File: src/rtl/lpc_host_pkg.sv
// lpc_host_pkg: LPC nibble codes shared by the TPM-cycle host and its peripheral partner,
// plus SYNC nibble classification used by the host wait logic.
package lpc_host_pkg;

    localparam logic [3:0] LPC_START_TPM       = 4'b0101;
    localparam logic [3:0] LPC_START_ABORT     = 4'b1111;
    localparam logic [3:0] LPC_CYC_WR          = 4'b0010;
    localparam logic [3:0] LPC_CYC_RD          = 4'b0000;
    localparam logic [3:0] LPC_SYNC_READY      = 4'b0000;
    localparam logic [3:0] LPC_SYNC_SHORT_WAIT = 4'b0101;
    localparam logic [3:0] LPC_SYNC_LONG_WAIT  = 4'b0110;
    localparam logic [3:0] LPC_SYNC_ERROR      = 4'b1010;
    localparam logic [3:0] LPC_TAR             = 4'b1111;

    typedef enum logic [1:0] {
        SYNC_KIND_READY,
        SYNC_KIND_ERROR,
        SYNC_KIND_LONG,
        SYNC_KIND_SHORT
    } sync_kind_e;

    // Short waits and unrecognised nibbles share the short-wait counter.
    function automatic sync_kind_e classify_sync(input logic [3:0] nib);
        case (nib)
            LPC_SYNC_READY:     return SYNC_KIND_READY;
            LPC_SYNC_ERROR:     return SYNC_KIND_ERROR;
            LPC_SYNC_LONG_WAIT: return SYNC_KIND_LONG;
            default:            return SYNC_KIND_SHORT;
        endcase
    endfunction

endpackage

File: src/rtl/lpc_host.sv
// lpc_host: LPC initiator turning a single-request command port into a complete TPM read or
// write cycle, with SYNC wait handling, timeout and abort. All outputs are registered.
//
// state   | meaning
// IDLE    | bus idle, waiting for req_i
// START   | LFRAME# low, TPM start code on LAD
// CYCTYPE | cycle type / direction nibble
// ADDR    | 16-bit address, most significant nibble first
// WDATA   | write data, least significant nibble first
// TAR_H   | drive LAD high before turnaround
// TAR_Z   | release LAD to the peripheral
// SYNC    | wait for ready or error sync nibble
// RDATA   | capture read data, least significant nibble first
// TAR_P   | peripheral turns the bus back
// ABORT   | LFRAME# low with LAD high for four cycles
// DONE    | completion pulse; next request may be accepted
module lpc_host
    import lpc_host_pkg::*;
#(
    parameter int SYNC_TIMEOUT  = 8,
    parameter int LONG_WAIT_MAX = 1024
) (
    input  logic        clk_i,
    input  logic        rstn_i,
    input  logic        req_i,
    input  logic        we_i,
    input  logic [15:0] addr_i,
    input  logic [7:0]  wdata_i,
    output logic        busy_o,
    output logic        done_o,
    output logic        err_o,
    output logic [7:0]  rdata_o,
    output logic        lframe_o,
    output logic [3:0]  lad_o,
    output logic        lad_oe_o,
    input  logic [3:0]  lad_i
);

    localparam logic [3:0] ST_IDLE    = 4'd0;
    localparam logic [3:0] ST_START   = 4'd1;
    localparam logic [3:0] ST_CYCTYPE = 4'd2;
    localparam logic [3:0] ST_ADDR    = 4'd3;
    localparam logic [3:0] ST_WDATA   = 4'd4;
    localparam logic [3:0] ST_TAR_H   = 4'd5;
    localparam logic [3:0] ST_TAR_Z   = 4'd6;
    localparam logic [3:0] ST_SYNC    = 4'd7;
    localparam logic [3:0] ST_RDATA   = 4'd8;
    localparam logic [3:0] ST_TAR_P   = 4'd9;
    localparam logic [3:0] ST_ABORT   = 4'd10;
    localparam logic [3:0] ST_DONE    = 4'd11;

    localparam int SW = $clog2(SYNC_TIMEOUT + 1);
    localparam int LW = $clog2(LONG_WAIT_MAX + 1);
    localparam logic [SW-1:0] SHORT_LIM = SW'(SYNC_TIMEOUT);
    localparam logic [LW-1:0] LONG_LIM  = LW'(LONG_WAIT_MAX);

    logic [3:0]    state_q, state_d;
    logic [1:0]    nib_q, nib_d;
    logic [SW-1:0] short_q, short_d;
    logic [LW-1:0] long_q, long_d;
    logic          we_q, we_d;
    logic [15:0]   addr_q, addr_d;
    logic [7:0]    wdata_q, wdata_d;
    logic [7:0]    shift_q, shift_d;
    logic          serr_q, serr_d;
    logic          aborted_q, aborted_d;

    logic          busy_q, busy_d;
    logic          done_q, done_d;
    logic          err_q, err_d;
    logic [7:0]    rdata_q, rdata_d;
    logic          lframe_q, lframe_d;
    logic [3:0]    lad_q, lad_d;
    logic          lad_oe_q, lad_oe_d;

    sync_kind_e    sync_kind;

    assign sync_kind = classify_sync(lad_i);

    always_ff @(posedge clk_i or negedge rstn_i) begin
        if (!rstn_i) begin
            state_q   <= ST_IDLE;
            nib_q     <= '0;
            short_q   <= '0;
            long_q    <= '0;
            we_q      <= 1'b0;
            addr_q    <= '0;
            wdata_q   <= '0;
            shift_q   <= '0;
            serr_q    <= 1'b0;
            aborted_q <= 1'b0;
            busy_q    <= 1'b0;
            done_q    <= 1'b0;
            err_q     <= 1'b0;
            rdata_q   <= 8'h00;
            lframe_q  <= 1'b1;
            lad_q     <= 4'hF;
            lad_oe_q  <= 1'b0;
        end else begin
            state_q   <= state_d;
            nib_q     <= nib_d;
            short_q   <= short_d;
            long_q    <= long_d;
            we_q      <= we_d;
            addr_q    <= addr_d;
            wdata_q   <= wdata_d;
            shift_q   <= shift_d;
            serr_q    <= serr_d;
            aborted_q <= aborted_d;
            busy_q    <= busy_d;
            done_q    <= done_d;
            err_q     <= err_d;
            rdata_q   <= rdata_d;
            lframe_q  <= lframe_d;
            lad_q     <= lad_d;
            lad_oe_q  <= lad_oe_d;
        end
    end

    always_comb begin
        state_d   = state_q;
        nib_d     = nib_q;
        short_d   = short_q;
        long_d    = long_q;
        we_d      = we_q;
        addr_d    = addr_q;
        wdata_d   = wdata_q;
        shift_d   = shift_q;
        serr_d    = serr_q;
        aborted_d = aborted_q;
        case (state_q)
            ST_IDLE, ST_DONE: begin
                if (req_i) begin
                    state_d   = ST_START;
                    we_d      = we_i;
                    addr_d    = addr_i;
                    wdata_d   = wdata_i;
                    serr_d    = 1'b0;
                    aborted_d = 1'b0;
                end else begin
                    state_d = ST_IDLE;
                end
            end
            ST_START: state_d = ST_CYCTYPE;
            ST_CYCTYPE: begin
                state_d = ST_ADDR;
                nib_d   = 2'd3;
            end
            ST_ADDR: begin
                if (nib_q != 2'd0) begin
                    nib_d = nib_q - 2'd1;
                end else if (we_q) begin
                    state_d = ST_WDATA;
                    nib_d   = 2'd1;
                end else begin
                    state_d = ST_TAR_H;
                end
            end
            ST_WDATA: begin
                if (nib_q != 2'd0) nib_d = nib_q - 2'd1;
                else               state_d = ST_TAR_H;
            end
            ST_TAR_H: state_d = ST_TAR_Z;
            ST_TAR_Z: begin
                state_d = ST_SYNC;
                short_d = '0;
                long_d  = '0;
            end
            ST_SYNC: begin
                if (sync_kind == SYNC_KIND_READY || sync_kind == SYNC_KIND_ERROR) begin
                    if (sync_kind == SYNC_KIND_ERROR) serr_d = 1'b1;
                    state_d = we_q ? ST_TAR_P : ST_RDATA;
                    nib_d   = 2'd1;
                end else if (sync_kind == SYNC_KIND_LONG) begin
                    short_d = '0;
                    if (long_q != LONG_LIM) long_d = long_q + LW'(1);
                    if (long_d == LONG_LIM) begin
                        state_d   = ST_ABORT;
                        nib_d     = 2'd3;
                        aborted_d = 1'b1;
                    end
                end else begin
                    long_d = '0;
                    if (short_q != SHORT_LIM) short_d = short_q + SW'(1);
                    if (short_d == SHORT_LIM) begin
                        state_d   = ST_ABORT;
                        nib_d     = 2'd3;
                        aborted_d = 1'b1;
                    end
                end
            end
            ST_RDATA: begin
                // Right shift puts the first (low) nibble in [3:0] after two captures.
                shift_d = {lad_i, shift_q[7:4]};
                if (nib_q != 2'd0) begin
                    nib_d = nib_q - 2'd1;
                end else begin
                    state_d = ST_TAR_P;
                    nib_d   = 2'd1;
                end
            end
            ST_TAR_P, ST_ABORT: begin
                if (nib_q != 2'd0) nib_d = nib_q - 2'd1;
                else               state_d = ST_DONE;
            end
            default: state_d = ST_IDLE;
        endcase
    end

    // Outputs are decoded from the next state so they land in the flops with the state.
    always_comb begin
        busy_d   = 1'b1;
        done_d   = 1'b0;
        err_d    = err_q;
        rdata_d  = rdata_q;
        lframe_d = 1'b1;
        lad_d    = LPC_TAR;
        lad_oe_d = 1'b0;
        case (state_d)
            ST_IDLE: busy_d = 1'b0;
            ST_START: begin
                lframe_d = 1'b0;
                lad_d    = LPC_START_TPM;
                lad_oe_d = 1'b1;
                err_d    = 1'b0;
            end
            ST_CYCTYPE: begin
                lad_d    = we_q ? LPC_CYC_WR : LPC_CYC_RD;
                lad_oe_d = 1'b1;
            end
            ST_ADDR: begin
                lad_oe_d = 1'b1;
                case (nib_d)
                    2'd3:    lad_d = addr_q[15:12];
                    2'd2:    lad_d = addr_q[11:8];
                    2'd1:    lad_d = addr_q[7:4];
                    default: lad_d = addr_q[3:0];
                endcase
            end
            ST_WDATA: begin
                lad_oe_d = 1'b1;
                lad_d    = nib_d[0] ? wdata_q[3:0] : wdata_q[7:4];
            end
            ST_TAR_H: lad_oe_d = 1'b1;
            ST_ABORT: begin
                lframe_d = 1'b0;
                lad_d    = LPC_START_ABORT;
                lad_oe_d = 1'b1;
            end
            ST_DONE: begin
                busy_d  = 1'b0;
                done_d  = 1'b1;
                err_d   = serr_q | aborted_q;
                rdata_d = aborted_q ? 8'hFF : (we_q ? rdata_q : shift_q);
            end
            default: ;
        endcase
    end

    assign busy_o   = busy_q;
    assign done_o   = done_q;
    assign err_o    = err_q;
    assign rdata_o  = rdata_q;
    assign lframe_o = lframe_q;
    assign lad_o    = lad_q;
    assign lad_oe_o = lad_oe_q;

endmodule

File: config.mk
export PLATFORM = sky130hd
export DESIGN_NAME = lpc_host
export DESIGN_NICKNAME = d
export VERILOG_FILES = /design/src/rtl/lpc_host_pkg.sv /design/src/rtl/lpc_host.sv
export SDC_FILE = /design/constraint.sdc
export NUM_CORES = 1
export LEC_CHECK = 0
export CORE_ASPECT_RATIO = 2
export CORE_MARGIN = 8
export CORE_UTILIZATION = 28
export CTS_CLUSTER_SIZE = 16
export DETAILED_ROUTE_END_ITERATION = 10
export DONT_BUFFER_PORTS = 1
export PLACE_DENSITY = 0.52
export SLEW_MARGIN = 0
export SYNTH_ARGS = -nofsm -noshare
export SYNTH_HDL_FRONTEND = slang
export SYNTH_SLANG_ARGS = --single-unit
File: constraint.sdc
create_clock -name clk_i -period 3.4 [get_ports clk_i]
set_input_delay 0.68 -clock clk_i [delete_from_list [all_inputs] [get_ports clk_i]]
set_output_delay 0.68 -clock clk_i [all_outputs]
set_load 0.02 [all_outputs]
==> run summary <==
status = finished clean
core footprint = 0.0139 mm^2
power per cell area = 842 mW/mm^2
DIE AREA = 0.0185 mm^2
Post-DRT Antenna Nets = 0
detailed placer's ending HPWL = 8100 um
Synth top area share = 42.9%
WL/cell = 18.2 um
DRC viols = 0
Detailed Route WL = 10,900 um
most common cell after layout, fill and taps aside = dfrtp_1
synthesized area per cell = 9.72 um^2
clock buffer count from CTS = 9
Mapped Cells = 408
RSZ-0062 raised after global routing = false
vias after detailed routing = 3,138
crit-path max cell delay = 0.96 ns
Crit Path Max Fanout = 6
First DRT Iteration DRCs = 180
PostCTS Resize Cnt = 0
Static Leakage = 0.00182 uW
post-synthesis sequential area ratio = 46.2%
Row Count = 61
Final min period = 3.17 ns
Max-slew headroom = 22.4%
Slew Limit Fails = 0
worst skew pair latency = 0.34 ns
global-route wire length before repair = 17,700 um
number of clock sinks = 73
Main synth FF type = dfrtp_1
Routability Congestion = 0.990
FF-to-FF path depth = 10
Worst setup EP type = flip-flop
most frequent cells in the layout = 68 x dfrtp_1, 46 x o21ai_0, 36 x nor2_1, 36 x nand2_1, 33 x mux2_2
worst slew pin tran = 1.13 ns
crit-path cells = inv_1, ha_1, nand2_1, nor3b_1, o21bai_1, a2111oi_0, nor2_1, o21a_1, a211o_1, o2111ai_1
CTS clk-pin slew, worst paths = 0.06 ns
Worst Skew = 0.0108 ns
Die H = 184 um
drt pass-1 iters = 4
share of layout cells above drive strength 1 = 18.1%
yosys warns = 0
IO Count = 49
Initial Util = 28.5%
Via density = 5.25
clock root cell = clkbuf_16
CTS tree = done
port bufs = 0
reg2reg end = lad_o[0]$_DFF_PN1_
crit start category = flip-flop
Synth Net Count = 444
fin crit share = 93.3%
Distinct cells, synth = 61
Die Wd = 100 um
VDD IR max = 0.000452 V
H-tree depth = 3
setup slack, reg-to-reg = 0.23 ns
fin nets = 439
number of synthesized register bits = 73
Post-CTS Setup Repair Bufs = 0
largest net degree at the start of global routing = 74
final-report hold violation count = 0
antenna violations before repair = 0
setup TNS = 0 ns
achievable frequency = 315 MHz
Max Root-Sink Buffers = 2
Slowest-stage cell, CP = a2111oi_0
async set-or-reset flop fraction in the synthesized netlist = 100%
WS Path Type = reg2reg
GR Overflow Total = 0
worst path required time = 3.65 ns
CP Data Arrival Time = 3.42 ns
post-synthesis cell area = 0.00396 mm^2
Post-synth EDFFs = 0
total track usage = 12.4%
hold buffers post-CTS = 0
Max-Cap Viols = 0
vias in the first global route = 3,294
Hold WS = 0.0335 ns
Final Setup Violations = 0
Min-Delay Path Class = in2async
reg-to-reg startpoint = short_q[0]$_DFFE_PN0P_
fillcell total = 1,500
Synth area leader = dfrtp_1
Synth area leaders = dfrtp_1 43%, mux2_2 9.4%, o21ai_0 5.8%
Area growth syn-to-layout = 11.6%
-- sequential cells by signal (all words and copies together) (netlist names) --
signal / flops
shift_q: 8
rdata_o: 8
lframe_o: 1
wdata_q: 8
lad_o: 4
nib_q: 2
addr_q: 16
serr_q: 1
done_o: 1
aborted_q: 1
long_q: 11
we_q: 1
lad_oe_o: 1
short_q: 4
state_q: 4
busy_o: 1
err_o: 1
-- cells in the mapped netlist (4+ instances only) --
master	instances
ha_1	4
a21o_1	4
a21bo_2	4
inv_1	14
and3_1	8
xnor2_1	5
o21ai_0	46
xor2_1	5
clkbuf_1	9
a31oi_1	5
a211o_1	5
mux2_2	33
o31ai_1	7
dfrtp_1	68
dfstp_2	5
nand3_1	27
nor2_1	36
nand2_1	36
nor2b_1	4
buf_1	4
nor3_1	6
buf_2	8
a21oi_1	5
-- worst max path at each step --
stage,cells past startpoint,from,to
3_3_place_gp,10,long_q[0]$_DFFE_PN0P_,lad_o[2]$_DFF_PN1_
3_5_place_dp,10,long_q[0]$_DFFE_PN0P_,lad_o[0]$_DFF_PN1_
2_1_floorplan,10,short_q[0]$_DFFE_PN0P_,lad_o[2]$_DFF_PN1_
4_1_cts,10,long_q[0]$_DFFE_PN0P_,lad_o[0]$_DFF_PN1_
5_1_grt,10,long_q[0]$_DFFE_PN0P_,lad_o[0]$_DFF_PN1_
6_report,10,short_q[0]$_DFFE_PN0P_,lad_o[0]$_DFF_PN1_
-- worst max-delay path, delay by kind of cell, from the launching register on --
family	cells	cell delay [ns]
adder cells (fa/ha/maj)	1	0.21
flip-flops	1	0.43
AND/OR/NAND/NOR	3	0.59
AO/OA/AOI/OAI	5	1.76
buffers and inverters	1	0.10
-- per-stage QoR --
step	utilization, %	total power, uW	cell area [um^2]	instances	setup slack (ns)
after detailed placement	29.8	2870	4150	581	0.196
after CTS	31.8	3760	4420	597	0.179
after global placement	29.8	2820	4150	581	0.243
final	31.9	3730	4430	598	0.228
after global routing	31.8	3980	4420	597	0.0720
after floorplan	-	2490	3960	408	0.845
-- power breakdown --
part	switching, uW	internal [uW]	leakage (uW)
Clock	375	495	0.000129
Sequential	406	1180	0.000937
Combinational	703	567	0.000749
-- layer usage --
layer | routed length (um) | part of all wire (%) | global-route usage, % | up-vias
met4 | 415 | 3.8 | 7.56 | 0
met5 | 0 | 0 | 0 | -
li1 | - | - | - | 1484
met2 | 6010 | 55 | 22.4 | 94
met1 | 3870 | 36 | 12.0 | 1531
met3 | 585 | 5.4 | 3.55 | 29
-- cell families (layout without fill, tap and decap cells) --
kind of cell	count (synthesis)	after routing	share of synthesized area, %
AO/OA/AOI/OAI	107	107	18.1
AND/OR/NAND/NOR	140	140	17.8
buffers and inverters	38	38	4.23
flip-flops	73	73	46.2
multiplexers	36	36	10.1
XOR/XNOR	10	10	2.21
adder cells (fa/ha/maj)	4	4	1.26
other	0	1	0
-- cell type report --
| type | instances | area, um^2 | area share [%] |
|---|---|---|---|
| multi-input combinational | 297 | 1970 | 44.5 |
| sequential | 73 | 1830 | 41.4 |
| timing repair buffer | 8 | 60.1 | 1.36 |
| antenna | 1 | 2.50 | 0.0565 |
| tap | 189 | 236 | 5.34 |
| inverter | 14 | 52.6 | 1.19 |
| clock buffer | 10 | 229 | 5.17 |
| clock inverter | 6 | 42.5 | 0.961 |
No activity file was read; power rests on OpenSTA's default activity.
